$ cat config.mk
export PLATFORM = sky130hd
export DESIGN_NAME = mac_array_ctrl
export DESIGN_NICKNAME = d
export VERILOG_FILES = /design/src/rtl/mac_array_ctrl.sv
export SDC_FILE = /design/constraint.sdc
export NUM_CORES = 1
export LEC_CHECK = 0
export BUFFER_PORTS_ARGS = -buffer_cell sky130_fd_sc_hd__clkbuf_2
export CELL_PAD_IN_SITES_DETAIL_PLACEMENT = 0
export CELL_PAD_IN_SITES_GLOBAL_PLACEMENT = 1
export CORE_MARGIN = 2
export CORE_UTILIZATION = 42
export CTS_CLUSTER_SIZE = 40
export DETAILED_ROUTE_END_ITERATION = 10
export GPL_ROUTABILITY_DRIVEN = 0
export PLACE_DENSITY_LB_ADDON = 0.1
export RECOVER_POWER = 100
export SLEW_MARGIN = 20
export SYNTH_ARGS = -nofsm -noshare
export SYNTH_HDL_FRONTEND = slang
export SYNTH_SLANG_ARGS = --single-unit
$ cat constraint.sdc
create_clock -name clk -period 4.05 [get_ports clk]
set_input_delay 0.6075 -clock clk [delete_from_list [all_inputs] [get_ports clk]]
set_output_delay 0.6075 -clock clk [all_outputs]
set_load 0.01 [all_outputs]
$ cat src/rtl/mac_array_ctrl.sv
// Sequencer for the MAC array: streams weights, then activations, from SRAM,
// then waits for the array's results and strobes them into the output FIFO.
module mac_array_ctrl #(
  parameter int col       = 8,
  parameter int len_bw    = 8,
  parameter int addr_bw   = 11,
  parameter int drain_max = 64
) (
  input  logic               clk,
  input  logic               reset,
  input  logic               start,
  input  logic [len_bw-1:0]  num_vec,
  input  logic [addr_bw-1:0] w_base,
  input  logic [addr_bw-1:0] x_base,
  output logic [1:0]         inst_w,
  output logic               xmem_cen,
  output logic [addr_bw-1:0] xmem_a,
  input  logic [col-1:0]     array_valid,
  output logic               ofifo_wr,
  output logic               busy,
  output logic               done,
  output logic               err
);

  localparam int idx_bw   = (len_bw > $clog2(col)) ? len_bw : $clog2(col);
  localparam int drain_bw = $clog2(drain_max + 1);

  localparam logic [2:0] st_idle  = 3'd0;
  localparam logic [2:0] st_load  = 3'd1;
  localparam logic [2:0] st_exec  = 3'd2;
  localparam logic [2:0] st_drain = 3'd3;
  localparam logic [2:0] st_done  = 3'd4;

  localparam logic [idx_bw-1:0]   last_load  = idx_bw'(col - 1);
  localparam logic [drain_bw-1:0] last_drain = drain_bw'(drain_max - 1);

  logic [2:0]          state;
  logic [len_bw-1:0]   nv;
  logic [len_bw-1:0]   res_cnt;
  logic [len_bw-1:0]   res_next;
  logic [addr_bw-1:0]  wb;
  logic [addr_bw-1:0]  xb;
  logic [addr_bw-1:0]  last_a;
  logic [addr_bw-1:0]  rd_addr;
  logic [idx_bw-1:0]   idx;
  logic [drain_bw-1:0] drain_cnt;
  logic                reading;
  logic                counting;
  logic                unused_valid;

  // Only the last column's valid marks a finished result vector.
  assign unused_valid = ^array_valid[col-2:0];

  always_comb begin
    reading  = (state == st_load) || (state == st_exec);
    counting = (state == st_exec) || (state == st_drain);
    rd_addr  = (state == st_load) ? (wb + addr_bw'(idx)) : (xb + addr_bw'(idx));
    ofifo_wr = !reset && counting && array_valid[col-1] && (res_cnt < nv);
    res_next = res_cnt + len_bw'(ofifo_wr);
  end

  assign xmem_cen = !reading;
  assign xmem_a   = reading ? rd_addr : last_a;
  assign busy     = (state != st_idle);
  assign done     = (state == st_done);

  // inst_w trails the read phase by one cycle to match the SRAM read latency.
  always_ff @(posedge clk) begin
    if (reset) begin
      state     <= st_idle;
      nv        <= '0;
      res_cnt   <= '0;
      wb        <= '0;
      xb        <= '0;
      last_a    <= '0;
      idx       <= '0;
      drain_cnt <= '0;
      inst_w    <= 2'b00;
      err       <= 1'b0;
    end else begin
      inst_w <= {state == st_exec, state == st_load};
      if (reading) last_a <= rd_addr;
      if (counting) res_cnt <= res_next;
      case (state)
        st_idle: begin
          if (start) begin
            nv        <= num_vec;
            wb        <= w_base;
            xb        <= x_base;
            err       <= 1'b0;
            res_cnt   <= '0;
            drain_cnt <= '0;
            idx       <= '0;
            state     <= st_load;
          end
        end
        st_load: begin
          if (idx == last_load) begin
            idx   <= '0;
            state <= (nv != '0) ? st_exec : st_drain;
          end else begin
            idx <= idx + 1'b1;
          end
        end
        st_exec: begin
          if (idx == idx_bw'(nv - 1'b1)) begin
            idx   <= '0;
            state <= st_drain;
          end else begin
            idx <= idx + 1'b1;
          end
        end
        st_drain: begin
          drain_cnt <= drain_cnt + 1'b1;
          // Completion wins over timeout when the final result lands on the last cycle.
          if (res_next == nv) begin
            state <= st_done;
          end else if (drain_cnt == last_drain) begin
            err   <= 1'b1;
            state <= st_done;
          end
        end
        st_done: state <= st_idle;
        default: state <= st_idle;
      endcase
    end
  end

endmodule

==> results of run 1 <==
cell usage in the layout, fill, tap and decap left out, types with 3 or more instances in the layout:
cell type  instances
ha_1              20
xor2_1            11
buf_4             16
a21o_1             9
and2_1             4
o21ai_0           18
and3_1             4
nand2b_1           5
clkbuf_2          33
xnor2_1           21
inv_1             13
o21a_1             4
dfxtp_1           70
o21bai_1           3
nor2_1            41
mux2_4             3
nor2b_1           13
nor3b_1            3
clkbuf_8           9
nand2_1          134
mux2i_1            4
clkbuf_1          23
nand3_1           13
a21oi_1           47
a31oi_1            3
nor3_1             9
flip-flops by register name, summed over array words and instances, names as in the netlist:
signal and cells:
last_a 11, wb 11, xb 11, idx 8, nv 8, res_cnt 8
drain_cnt 7, state 3, inst_w 2, err 1
where the power goes:
part	leakage, nW	switching [mW]	internal (mW)
logic	1.28	0.576	0.355
registers	0.570	0.0527	0.782
clock network	0.106	0.285	0.346
total	1.95	0.914	1.48
how the worst min path moves through the flow:
stage | cells after the start | start | endpoint
6_report | 2 | xb[8] | xb[8]
3_5_place_dp | 2 | xb[8] | xb[8]
5_1_grt | 3 | x_base[1] | xb[1]
4_1_cts | 2 | xb[8] | xb[8]
3_3_place_gp | 2 | xb[9] | xb[9]
2_1_floorplan | 2 | xb[10] | xb[10]
synthesized netlist by cell type (2+ instances only):
cell type	count	area [um^2]
nand2_1	134	503
dfxtp_1	70	1400
a21oi_1	48	240
nor2_1	41	154
ha_1	21	263
xnor2_1	21	184
o21ai_0	18	90.1
clkbuf_1	17	63.8
inv_1	13	48.8
nand3_1	13	65.1
nor2b_1	13	81.3
xor2_1	12	105
a21o_1	9	67.6
buf_2	9	45.0
nor3_1	9	45.0
and2_1	5	31.3
nand2b_1	5	31.3
and3_1	4	25.0
mux2i_1	4	40.0
o21a_1	4	30.0
a31oi_1	3	18.8
buf_1	3	11.3
mux2_4	3	45.0
nor3b_1	3	22.5
o21bai_1	3	22.5
a22oi_1	2	15.0
a311oi_1	2	17.5
buf_6	2	22.5
mux2_2	2	22.5
nand4_1	2	12.5
nor3_2	2	20.0
o2111ai_1	2	17.5
cells by family (layout without fill, tap and decap cells):
kind of cell,Yosys count,count (layout),synth area share [%]
buf+inv,45,100,4.87
compound gates,106,106,16.7
simple gates,239,239,26.1
fa+ha+maj,23,23,7.17
xor+xnor,35,35,8.15
flops,70,70,34.3
mux,9,9,2.64
per-layer routing:
layer  track usage, %  wire length, um
met5                0                0
met4             6.77              138
met3             3.12              420
met2             29.8             4470
met1             29.9             5060
critical path, stage by stage, from the launching register on:
cell and delay (ns):
dfxtp_1 0.33, inv_1 0.08, ha_1 0.30, a21o_1 0.16, a21o_1 0.18, a21o_1 0.17, a21o_1 0.18, a21o_1 0.18
a31oi_1 0.21, ha_2 0.24, ha_1 0.22, nand3_2 0.12, or2_4 0.27, mux2_4 0.30, a22oi_2 0.11, o211ai_1 0.16
a21o_4 0.26, mux2_4 0.29
through the flow:
stage          hold slack (ns)  instances
6_report                 0.456        711
5_1_grt                  0.471        711
4_1_cts                  0.458        711
3_5_place_dp             0.448        695
3_3_place_gp             0.444        695
2_1_floorplan            0.436        527
area by class of cell:
| cell class | count | area [um^2] |
|---|---|---|
| fillers | 987 | 4660 |
| clock buffers | 10 | 128 |
| inverters | 13 | 48.8 |
| clock inverters | 6 | 86.3 |
| repair buffers | 71 | 368 |
| flip-flops and latches | 70 | 1400 |
| well taps | 129 | 161 |
| multi-input cells | 412 | 2480 |
==> results.yml, run 1 <==
run_status:
  status: "complete, no violations"
worst_setup_path:
  crit_start: "nv[1]"
  crit_arrival_ns: 4.10
  r2r_start: "nv[1]"
  r2r-end: "state[0]"
  critPathKind: "flop to flop"
  cp_data_required_time_ns: 4.29
  rrSetupSlack_ns: 0.18
  cp_max_fo: 5
  critPathCapture: "state[0]"
  end_kind: "flop"
  start_kind: "flop"
  reg2reg_depth: 17
power_and_ir_drop:
  finalPower_mw: 2.40
  ir_drop_uv: 165
  leakage_nw: 1.95
  power_density_nw_per_um2: 513
routing:
  first_pass_iters: 4
  dr_total_vias: 3593
  viasPerCell: 5.05
  route.detailed.drc: 0
  drt_first_iter_violations: 171
  routedWlPerCell_um: 14.2
  routed_wl_um: 10100
  ant_nets: 0
cts:
  cts_setup_buffers: 0
  numCtsBuffers: 9
  cts_resized: 0
  cts_tree: "yes"
  postCtsHoldBufs: 0
  clk_pin_slew_ns: 0.09
  clockBufferDepth: 2
  clock_latency_ns: 0.35
  htreeDepth: 3
  cts_root_buf: "clkbuf_8"
  cts_num_sinks: 70
sta:
  finalSetupViolCount: 0
  final-hold-violation-count: 0
  worst_slack_ns: 0.182
  rsz0062_at_grt: "no"
  tightest_slew_ns: 1.05
  skew_ns: 0.0138
  fmax_mhz: 259
  timing.setup.tns_ns: 0
  period_share_pct: 95.5
  relSlewSlack_pct: 29.1
  final_max_slew_viol_count: 0
  finalCriticalPeriod_ns: 3.87
synth:
  yosys_warnings: 0
  synth-edff-count: 0
  ys_seq_area_share_pct: 34.3
  syn-mean-instance-area_um2: 7.74
  syn_nets: 590
  synth_seq_cells: 70
  synthCells: 527
  async_flop_share_pct: 0
  synthDistinctLibCells: 60
  synth_flop_cell: "dfxtp_1"
  synth_area_um2: 4080
grt:
  grt_overflow: 0
  grt_max_degree: 65
  grt_antenna_before_repair: 0
  grt_pass1_vias: 3298
  grt_use_total_pct: 20.2
  grt_pass1_wl_um: 16500
floorplan:
  fp.dieH_um: 103
  fp-row-count: 35
  coreArea_um2: 9330
  die-area_um2: 10500
  die_w_um: 103
  ios: 59
  initial_core_util_pct: 43.8
placed_design:
  placed_cell_area_um2: 4500
  portBuffers: 51
  dp_slack_ns: 0.183
  detailedPlacementHpwl_um: 7400
final_layout:
  final_cell_area_um2: 4670
  nets: 640
  finalCoreUtilization_pct: 50.1
  syn_to_final_growth_pct: 14.4
  drive_above_1_share_pct: 14.8
  num_antenna_cells: 0
worst_hold_path:
  hold_path_class: "flop to flop"
job:
  maxCapViolCount: 0
(Power assumes the default switching activity.)
==> inputs of run 2 (changes only) <==
CORE_UTILIZATION = 44   (was 42)
CTS_BUF_LIST = sky130_fd_sc_hd__clkbuf_4 sky130_fd_sc_hd__clkbuf_8   (was unset)
==> run 2 against run 1 <==
  * The flow now finishes with violations (capacitance limit, slew limit)
  * Count of clock-buffer cells in the layout up 1
  * Wire length is 0.14% lower
  * Power decreased by 4.4%
  * Critical path depth unchanged
  * Core utilization increased by 0.94 points
  * Sequential cell count unchanged
  * Die area decreased by 4.4%
  * Worst setup slack improved by 0.020 ns
  * Highest routed layer unchanged
==> results.yml, run 2 (synthesis results as in run 1) <==
run_status:
  status: "complete, but fails checks"
  violations: "capacitance limit, slew limit"
power_and_ir_drop:
  leakage_nw: 1.96
  seq_power_share_pct: 36.5
  clkPwrFrac_pct: 21.8
  switching_share_pct: 39.0
  comb_power_share_pct: 41.6
  p_int_mw: 1.40
  power_density_nw_per_um2: 493
  p_switching_uw: 895
  ir_drop_uv: 177
  finalPower_mw: 2.29
cts:
  cts_num_sinks: 70
  postCtsHoldBufs: 0
  numCtsBuffers: 9
  clk_pin_slew_ns: 0.07
  cts_root_buf: "clkbuf_8"
  cts_tree: "yes"
  htreeDepth: 3
  cts_setup_buffers: 0
  clockBufferDepth: 2
  clock_latency_ns: 0.34
sta:
  final_max_slew_viol_count: 65
  relSlewSlack_pct: -96.8
  finalCriticalPeriod_ns: 3.85
  period_share_pct: 95.0
  timing.setup.tns_ns: 0
  fmax_mhz: 260
  tightest_slew_ns: 2.95
  skew_ns: 0.00550
  finalSetupViolCount: 0
  holdWs_ns: 0.459
  final-hold-violation-count: 0
  worst_slack_ns: 0.202
routing:
  ant_nets: 0
  routedWlPerCell_um: 14.5
  route.detailed.drc: 0
  first_pass_iters: 4
  viasPerCell: 5.24
  dr_total_vias: 3634
  drt_first_iter_violations: 157
  routed_wl_um: 10100
final_layout:
  top_regs: "last_a x11, wb x11, xb x11"
  finalCoreUtilization_pct: 51.0
  most-common-layout-cells: "nand2_1 (134), dfxtp_1 (70), a21oi_1 (47)"
  num_antenna_cells: 0
  nets: 641
  seq_area_um2: 1400
  layoutNonFillerInstCount: 693
  n_fill_cell: 963
  drive_above_1_share_pct: 16.2
  final_common_cell: "nand2_1"
  final_cell_area_um2: 4650
  syn_to_final_growth_pct: 13.9
  multi_input_area_um2: 2500
placed_design:
  detailedPlacementHpwl_um: 7310
  dp_slack_ns: 0.165
  portBuffers: 51
  placed_cell_area_um2: 4480
  placed_cells_incl_taps: 678
grt:
  grt_overflow: 0
  grt_pass1_vias: 3453
  grt_max_degree: 65
  grt_pass1_wl_um: 16900
  grt_antenna_before_repair: 0
  grt_use_total_pct: 21.3
worst_setup_path:
  max_stage_delay_ns: 0.33
  path_cells: "inv_1 > ha_1 > a21o_1 > a21o_1 > a21o_1 > a21o_1 > a21o_1 > a31oi_2 > ha_2 > ha_2 > nand3_2 > or2_4 > mux2_4 > a22oi_2 > o211ai_1 > a21o_4 > mux2_4"
  start_kind: "flop"
  crit_arrival_ns: 4.08
  critPathKind: "flop to flop"
  end_kind: "flop"
  cp_data_required_time_ns: 4.28
  cp_max_fo: 5
  cp_slowest_cell: "dfxtp_1"
  crit_top_cell: "a21o_1"
floorplan:
  ios: 59
  fp.dieH_um: 100
  die_w_um: 100
  fp-row-count: 35
  coreArea_um2: 9110
  initial_core_util_pct: 44.8
  die-area_um2: 10100
job:
  maxCapViolCount: 1
worst_hold_path:
  hold_path_class: "flop to flop"
run 2: cell types whose count changed in the layout (fill, tap and decap cells not counted), sizes merged:
cell | previous run | this run
clkinv | 3 | 4
clkinvlp | 1 | 0
bufinv | 2 | 0
clkbuf | 65 | 64
buf | 16 | 19
run 2: per-layer routing:
metal  track usage, %  vias up  part of all wire [%]  wire length, um
met3             3.27       18                   3.8              379
met1             30.6     1673                    50             5000
met2             31.8       76                    44             4470
li1                 -     1867                     -                -
met5                0        -                     0                0
met4             8.75        0                   2.3              227
run 2: timing repair:
action / in CTS / in global routing
setup endpoints to repair: 0 / 3
resized for setup: 0 / 5
hold endpoints to repair: 0 / 0
run 2: power by group through the flow:
| stage | Clock, mW | Sequential, mW | Combinational (mW) |
|---|---|---|---|
| floorplan | 0 | 0.843 | 0.699 |
| global placement | 0 | 0.852 | 0.961 |
| detailed placement | 0 | 0.854 | 0.968 |
| CTS | 0.522 | 0.838 | 0.973 |
| global route | 0.556 | 0.849 | 1.08 |
| finish | 0.501 | 0.838 | 0.955 |
run 2: worst paths after layout:
| kind | start | endpoint | slack (ns) | cells after the start |
|---|---|---|---|---|
| worst max-delay path | nv[1] | state[0] | 0.20 | 17 |
| worst min-delay path | xb[5] | xb[5] | 0.46 | 2 |
| worst max register to register | nv[1] | state[0] | 0.20 | 17 |
| worst min register to register | xb[5] | xb[5] | 0.46 | 2 |
run 2: cell type report:
cell class                 instances  area share, %
inverter                          13           1.05
sequential                        70           30.2
clock buffer                      11           3.12
timing repair buffer              72           8.29
clock inverter                     4          0.512
multi-input combinational        412           53.9
tap                              111           2.99
run 2: critical path: cells and delay by family, from the launching register on:
kind,cells,cell delay (ns)
flip-flops,1,0.33
AO/OA/AOI/OAI,9,1.62
AND/OR/NAND/NOR,2,0.37
adder cells (fa/ha/maj),3,0.74
buffers and inverters,1,0.08
multiplexers,2,0.59
==> inputs of run 3 (changes only) <==
CORE_UTILIZATION = 38   (was 44)
==> run 3 against run 2 <==
  * The run now ends clean
  * Die area increased by 15%
  * Power increased by 0.47%
  * Final cell count increased by 3.8%
  * Wire length increased by 4.9%
  * Via count decreased by 1.8%
  * Critical path depth unchanged
  * Highest routed layer unchanged
==> results.yml, run 3 (synthesis results as in run 1) <==
run_status:
  status: "complete, no violations"
worst_setup_path:
  cp_data_required_time_ns: 4.30
  start_kind: "flop"
  end_kind: "flop"
  critPathKind: "flop to flop"
  crit_arrival_ns: 4.10
  cp_max_fo: 5
floorplan:
  die_w_um: 108
  die-area_um2: 11600
  fp.dieH_um: 108
  ios: 59
  coreArea_um2: 10400
  fp-row-count: 37
  initial_core_util_pct: 39.4
routing:
  ant_nets: 0
  drt_first_iter_violations: 132
  viasPerCell: 4.96
  routedWlPerCell_um: 14.7
  route.detailed.drc: 0
  first_pass_iters: 4
  routed_wl_um: 10600
  dr_total_vias: 3569
grt:
  grt_pass1_vias: 3497
  grt_overflow: 0
  grt_max_degree: 65
  grt_pass1_wl_um: 17700
  grt_use_total_pct: 20.0
  grt_antenna_before_repair: 0
cts:
  numCtsBuffers: 9
  cts_root_buf: "clkbuf_8"
  clk_pin_slew_ns: 0.08
  htreeDepth: 3
  cts_num_sinks: 70
  cts_tree: "yes"
  postCtsHoldBufs: 0
  clock_latency_ns: 0.37
  clockBufferDepth: 2
power_and_ir_drop:
  power_density_nw_per_um2: 492
  ir_drop_uv: 240
  leakage_nw: 1.94
placed_design:
  placed_cells_incl_taps: 703
  detailedPlacementHpwl_um: 7640
  portBuffers: 51
  dp_slack_ns: 0.156
sta:
  fmax_mhz: 260
  timing.setup.tns_ns: 0
  relSlewSlack_pct: 5.53
  tightest_slew_ns: 1.42
  worst_slack_ns: 0.207
  period_share_pct: 94.9
  holdWs_ns: 0.455
  skew_ns: 0.0106
  final_max_slew_viol_count: 0
  finalSetupViolCount: 0
  finalCriticalPeriod_ns: 3.84
  final-hold-violation-count: 0
  rsz0062_at_grt: "no"
final_layout:
  syn_to_final_growth_pct: 14.7
  num_antenna_cells: 0
  layoutNonFillerInstCount: 719
  seq_area_um2: 1400
  multi_input_area_um2: 2520
  final_common_cell: "nand2_1"
  drive_above_1_share_pct: 16.3
  most-common-layout-cells: "nand2_1 (133), dfxtp_1 (70), a21oi_1 (47)"
  n_fill_cell: 1117
  nets: 642
  top_regs: "last_a x11, wb x11, xb x11"
job:
  maxCapViolCount: 0
worst_hold_path:
  hold_path_class: "input pin to flop"
## run 3: cell types whose count changed in the layout (fill, tap and decap cells not counted), sizes merged
cell / previous run / this run
clkinv: 4 / 2
buf: 19 / 16
clkbuf: 64 / 68
clkinvlp: 0 / 2
## run 3: final cells by class
class | instances | share of cell area, %
inverter | 13 | 1.04
tap | 136 | 3.63
clock buffer | 11 | 2.97
timing repair buffer | 73 | 8.15
multi-input combinational | 412 | 53.7
clock inverter | 4 | 0.534
sequential | 70 | 29.9
## run 3: stage by stage
step	utilization [%]	area (um^2)	power, mW
6_report	45.1	4680	2.30
5_1_grt	45.1	4680	2.49
4_1_cts	45.2	4680	2.35
3_5_place_dp	43.5	4510	1.82
3_3_place_gp	43.5	4510	1.81
2_1_floorplan	-	4080	1.54
## run 3: worst max-delay path, cell delays in order (launching register included)
cell	delay, ns
dfxtp_1	0.34
inv_1	0.08
ha_1	0.30
a21o_1	0.15
a21o_1	0.16
a21o_1	0.18
a21o_1	0.18
a21o_1	0.18
a31oi_2	0.22
ha_2	0.24
ha_2	0.21
nand3_2	0.10
or2_4	0.27
mux2_4	0.31
a22oi_2	0.12
o211ai_1	0.16
a21o_4	0.25
mux2_4	0.29
## run 3: power by group
part           switching (mW)  internal (mW)  total (mW)
registers              0.0553          0.783       0.838
logic                   0.585          0.371       0.955
clock network           0.280          0.230       0.511
total                   0.920           1.38        2.30
## run 3: routing by layer
metal  global-route usage [%]  routed length [um]
met5                        0                   0
met4                     5.68                 125
met3                     5.81                 507
met2                     30.9                4650
met1                     27.0                5280
## run 3: worst paths after layout
kind / from / slack, ns / endpoint / depth (start not counted)
setup / recovery: nv[1] / 0.21 / state[1] / 17
hold / removal: w_base[6] / 0.45 / wb[6] / 3
setup reg to reg: nv[1] / 0.21 / state[1] / 17
hold reg to reg: xb[7] / 0.46 / xb[7] / 2
## run 3: what timing repair did
action | in CTS | in global routing
hold endpoints to repair | 0 | 0
setup endpoints to repair | 1 | 4
resized for setup | 3 | 7
setup buffers | 0 | 1
